===== src/rtl/sync_word_packer_pkg.sv =====
// Shared definitions for the synchronizer-side word packer: default bus width,
// output FSM encoding and a constant-evaluable clog2 helper.
package sync_word_packer_pkg;

    localparam int DEFAULT_BUS_WIDTH = 8;
    localparam int DEFAULT_NUM_BYTES = 4;
    localparam int WORD_WIDTH        = DEFAULT_BUS_WIDTH * DEFAULT_NUM_BYTES;

    typedef enum logic {
        OUT_EMPTY = 1'b0,
        OUT_FULL  = 1'b1
    } out_state_e;

    function automatic int clog2(input int value);
        int result;
        result = 0;
        for (int i = 0; i < 32; i++) begin
            if ((1 << i) < value) begin
                result = i + 1;
            end
        end
        return result;
    endfunction

endpackage


===== src/rtl/sync_sat_counter.sv =====
// Saturating up-counter: increments on inc, sticks at all-ones, cleared by rst.
module sync_sat_counter #(
    parameter int WIDTH = 8
) (
    input  logic             clk,
    input  logic             rst,
    input  logic             inc,
    output logic [WIDTH-1:0] count
);

    logic [WIDTH-1:0] count_q;
    logic [WIDTH-1:0] count_d;

    always_comb begin
        count_d = count_q;
        if (inc && (count_q != {WIDTH{1'b1}})) begin
            count_d = count_q + 1'b1;
        end
    end

    always_ff @(posedge clk or posedge rst) begin
        if (rst) begin
            count_q <= '0;
        end else begin
            count_q <= count_d;
        end
    end

    assign count = count_q;

endmodule


===== src/rtl/sync_word_packer.sv =====
// Packs NUM_BYTES synchronized beats LSB-first into one word and offers it on a
// single-entry valid/ready output; words that cannot be stored are counted as drops.
module sync_word_packer
    import sync_word_packer_pkg::*;
#(
    parameter int BUS_WIDTH = DEFAULT_BUS_WIDTH,
    parameter int NUM_BYTES = DEFAULT_NUM_BYTES,
    parameter int CNT_WIDTH = 8
) (
    input  logic                             clk,
    input  logic                             rst,
    input  logic [BUS_WIDTH-1:0]             sync_bus,
    input  logic                             enable_pulse,
    input  logic                             clear,
    output logic [BUS_WIDTH*NUM_BYTES-1:0]   out_data,
    output logic                             out_valid,
    input  logic                             out_ready,
    output logic [clog2(NUM_BYTES):0]        fill_level,
    output logic                             overflow,
    output logic [CNT_WIDTH-1:0]             drop_cnt
);

    localparam int FW = clog2(NUM_BYTES) + 1;
    localparam int WW = BUS_WIDTH * NUM_BYTES;
    localparam logic [FW-1:0] LAST_LANE = FW'(NUM_BYTES - 1);

    logic [FW-1:0]                          fill_q, fill_d;
    // The top lane is never stored: it is taken straight from sync_bus on completion.
    logic [NUM_BYTES-2:0][BUS_WIDTH-1:0]    lanes_q, lanes_d;
    logic [NUM_BYTES-2:0]                   lane_we;
    logic [WW-1:0]                          out_data_q, out_data_d;
    logic                                   overflow_q, overflow_d;
    out_state_e                             out_state_q, out_state_d;

    logic          word_done;
    logic          load_word;
    logic          drop_word;
    logic [WW-1:0] word_full;

    // ---------------- lane counter FSM ----------------
    always_ff @(posedge clk or posedge rst) begin
        if (rst) begin
            fill_q <= '0;
        end else begin
            fill_q <= fill_d;
        end
    end

    always_comb begin
        fill_d    = fill_q;
        word_done = 1'b0;
        if (clear) begin
            // Start-of-frame: a beat arriving with clear becomes lane 0.
            fill_d = enable_pulse ? FW'(1) : '0;
        end else if (enable_pulse) begin
            if (fill_q == LAST_LANE) begin
                fill_d    = '0;
                word_done = 1'b1;
            end else begin
                fill_d = fill_q + 1'b1;
            end
        end
    end

    // ---------------- partial-word lanes ----------------
    for (genvar gi = 0; gi < NUM_BYTES - 1; gi++) begin : g_lane
        assign lane_we[gi] = enable_pulse &&
                             (clear ? (gi == 0) : (fill_q == FW'(gi)));
        assign lanes_d[gi] = lane_we[gi] ? sync_bus : lanes_q[gi];
    end

    always_ff @(posedge clk or posedge rst) begin
        if (rst) begin
            lanes_q <= '0;
        end else begin
            lanes_q <= lanes_d;
        end
    end

    assign word_full = {sync_bus, lanes_q};

    // ---------------- output FSM ----------------
    always_ff @(posedge clk or posedge rst) begin
        if (rst) begin
            out_state_q <= OUT_EMPTY;
            out_data_q  <= '0;
            overflow_q  <= 1'b0;
        end else begin
            out_state_q <= out_state_d;
            out_data_q  <= out_data_d;
            overflow_q  <= overflow_d;
        end
    end

    always_comb begin
        out_state_d = out_state_q;
        if (out_state_q == OUT_EMPTY) begin
            if (word_done) begin
                out_state_d = OUT_FULL;
            end
        end else begin
            if (!word_done && out_ready) begin
                out_state_d = OUT_EMPTY;
            end
        end
    end

    always_comb begin
        load_word  = word_done && ((out_state_q == OUT_EMPTY) || out_ready);
        drop_word  = word_done && (out_state_q == OUT_FULL) && !out_ready;
        out_data_d = load_word ? word_full : out_data_q;
        overflow_d = overflow_q | drop_word;
    end

    sync_sat_counter #(
        .WIDTH (CNT_WIDTH)
    ) u_drop_cnt (
        .clk   (clk),
        .rst   (rst),
        .inc   (drop_word),
        .count (drop_cnt)
    );

    assign out_data   = out_data_q;
    assign out_valid  = (out_state_q == OUT_FULL);
    assign fill_level = fill_q;
    assign overflow   = overflow_q;

endmodule


===== config.mk =====
export PLATFORM = sky130hd
export DESIGN_NAME = sync_word_packer
export DESIGN_NICKNAME = d
export VERILOG_FILES = /design/src/rtl/sync_word_packer_pkg.sv /design/src/rtl/sync_sat_counter.sv /design/src/rtl/sync_word_packer.sv
export SDC_FILE = /design/constraint.sdc
export NUM_CORES = 1
export LEC_CHECK = 0
export BUFFER_PORTS_ARGS = -buffer_cell sky130_fd_sc_hd__buf_2
export CORE_MARGIN = 5
export CORE_UTILIZATION = 50
export DETAILED_ROUTE_END_ITERATION = 8
export GPL_TIMING_DRIVEN = 0
export PLACE_DENSITY = 0.79
export SLEW_MARGIN = 20
export SYNTH_ARGS = -nofsm -noshare
export SYNTH_HDL_FRONTEND = slang
export SYNTH_SLANG_ARGS = --single-unit

===== constraint.sdc =====
create_clock -name clk -period 3.5 [get_ports clk]
set_input_delay 0.175 -clock clk [delete_from_list [all_inputs] [get_ports clk]]
set_output_delay 0.175 -clock clk [all_outputs]
set_load 0.005 [all_outputs]

==> impl_metrics.json <==
{
  "status": "completed",
  "yosysSeqAreaShare": 0.535,
  "setup_viol_count_final": 0,
  "crit_required_ns": 3.75,
  "synthFlopType": "dfrtp_1",
  "slowest_delay_ns": 0.82,
  "dp_hpwl_um": 7060,
  "grt_pass1_vias": 3418,
  "initialDrtViolationCount": 160,
  "fin_tns_setup_ns": 0,
  "synth_top_family_by_area": "multiplexers",
  "slew_headroom": 0.332,
  "path_depth": 6,
  "dp.cells": 572,
  "total_power_mw": 2.77,
  "core_sq_um": 9150,
  "rows": 35,
  "stdcell_area_sq_um": 5440,
  "fmax_mhz": 385,
  "cts.path.max_buffers": 2,
  "syn2layout_area_growth_pct": 17.5,
  "drtPass1Iterations": 4,
  "synthArstFlopShare": 1.00,
  "vdd_drop_max_mv": 0.209,
  "portBuffers": 85,
  "hold_ws_ns": 0.0892,
  "p_leak_nw": 2.77,
  "grt_first_pass_wirelength_um": 16400,
  "synth_mux_area_frac": 0.177,
  "final.period_utilization": 0.742,
  "instances_no_fill": 589,
  "p_per_area_nw_per_um2": 510,
  "drive_gt1_frac": 0.374,
  "cp_max_fo": 7,
  "whs_path_depth": 2,
  "netlist_area_sq_um": 4630,
  "cts_tree": "done",
  "syn_nets": 393,
  "drt_wl_total_um": 9680,
  "dieWidth_um": 106,
  "yosys_register_bits": 99,
  "numCtsBuffers": 9,
  "synthSimpleGateAreaFrac": 0.173,
  "ys_warn_count": 0,
  "cts.sinks": 99,
  "htreeDepth": 3,
  "rsz0062_at_grt": "no",
  "synth-edff-count": 0,
  "finalHoldViolCount": 0,
  "preCtsSetupSlack_ns": 0.935,
  "worst_clock_skew_ns": 0.0181,
  "wire_per_inst_um": 16.4,
  "yosys.cell_types.count": 39,
  "antenna_found_initial": 0,
  "synthAdderAreaFrac": 0.0135,
  "critPathBufInv": 0,
  "hold_class": "in2reg",
  "start_kind": "flop",
  "final_core_util": 0.594,
  "drc_errors": 0,
  "final_nets": 491,
  "gp_congestion": 0.834,
  "synth_xor_area_frac": 0.0511,
  "mostFrequentLayoutCells": "99 x dfrtp_1, 90 x buf_2, 34 x nor2_1, 30 x mux2_2, 30 x mux2_4",
  "place_area_sq_um": 5230,
  "setup.worst_path.end_class": "flop",
  "root_buffer": "clkbuf_8",
  "diodes": 0,
  "syn_inst": 375,
  "fillers": 756,
  "worst_slack_ns": 0.902,
  "worstPathCellList": "ha_1 -> nand2_1 -> nor4_1 -> and4_1 -> nand4_1 -> a31o_2",
  "vias": 3300,
  "crit_arrival_ns": 2.85,
  "final_common_cell": "dfrtp_1",
  "grt_max_degree": 60,
  "cap_viol_max_count": 0,
  "clk-insertion-delay-late_ns": 0.36,
  "die_area_sq_um": 11300,
  "avgViaCountPerCell": 5.60,
  "overflow": 0,
  "floorplan.initialDensity": 0.506,
  "critical_path.slowest_cell": "nor4_1",
  "dieHeight_um": 106,
  "ios": 88,
  "period_needed_ns": 2.60,
  "synth-compound-area-share": 0.0262,
  "track_usage": 0.180,
  "crit_type": "reg2reg",
  "slew_violations": 0,
  "tightestPinTransition_ns": 0.993,
  "syn_avg_cell_area_sq_um": 12.3,
  "ff2ff_path_depth": 6,
  "cp_top_family": "simple AND/OR/NAND/NOR gates",
  "clkSlewWorstSetupHoldPaths_ns": 0.10,
  "antenna_left": 0
}
## final cells by class
cell class              instances  area (sq um)  area share
well taps                     111           139      0.0255
multi-input cells             256          2040       0.375
clock inverters                 6          76.3      0.0140
flip-flops and latches         99          2480       0.455
clock buffers                  10           128      0.0235
repair buffers                 87           463      0.0851
inverters                       8          35.0     0.00644
plain buffers                  12          81.3      0.0149
## report_power, final
| part | switching (mW) | internal, mW | leakage [nW] |
|---|---|---|---|
| combinational | 0.187 | 0.342 | 1.36 |
| clock | 0.414 | 0.345 | 0.104 |
| sequential | 0.125 | 1.36 | 1.31 |
| total | 0.726 | 2.05 | 2.77 |
## path summary, 6_finish.rpt
| kind | from | to | slack [ns] |
|---|---|---|---|
| setup / recovery | fill_level[1] | fill_level[32] | 0.90 |
| setup reg to reg | fill_level[1] | fill_level[32] | 0.90 |
| max in group asynchronous | rst | out_data[16] | 2.54 |
| hold / removal | sync_bus[3] | out_data[27] | 0.09 |
| hold reg to reg | overflow | overflow | 0.46 |
| min in group asynchronous | rst | fill_level[28] | 0.36 |
## logic make-up after synthesis
family | count (synthesis)
flip-flops | 99
AND/OR/NAND/NOR | 145
multiplexers | 63
buffers and inverters | 20
AO/OA/AOI/OAI | 16
XOR/XNOR | 27
adder cells (fa/ha/maj) | 5
## cell usage after synthesis (3+ instances only)
| cell | n | share of area |
|---|---|---|
| dfrtp_1 | 99 | 0.54 |
| nor2_1 | 34 | 0.028 |
| mux2_2 | 30 | 0.073 |
| mux2_4 | 30 | 0.097 |
| nand3_1 | 22 | 0.024 |
| nand4_1 | 19 | 0.026 |
| nand2_1 | 17 | 0.014 |
| xor2_1 | 15 | 0.028 |
| xnor2_1 | 12 | 0.023 |
| nor4_1 | 9 | 0.012 |
| inv_1 | 8 | 0.0065 |
| and2_1 | 7 | 0.0095 |
| and3_1 | 7 | 0.0095 |
| nor3_1 | 6 | 0.0065 |
| buf_2 | 5 | 0.0054 |
| ha_1 | 5 | 0.014 |
| nand2b_1 | 5 | 0.0068 |
| and4_1 | 4 | 0.0076 |
| buf_6 | 4 | 0.0097 |
| or3_1 | 4 | 0.0054 |
| a22o_1 | 3 | 0.0057 |
| clkbuf_1 | 3 | 0.0024 |
| mux2i_1 | 3 | 0.0065 |
| o21ai_0 | 3 | 0.0032 |
## registers in the layout (all words and copies together), names as in the netlist
name / cells
overflow: 1
u_drop_cnt.count: 8
lanes_q: 24
out_data: 32
fill_level: 33
out_valid: 1
## per-layer routing
layer	wire length (um)	GRT usage	vias up
met5	0	0	-
met4	102	0.0537	0
met3	405	0.0291	12
met2	4790	0.304	101
met1	4380	0.241	1644
li1	-	-	1543
## timing repair
action	CTS	global route
hold buffers	1	0
buffers inserted	0	0
hold endpoints to repair	40	0
gates resized for setup	0	0
Power figures use the tool's default switching activity.
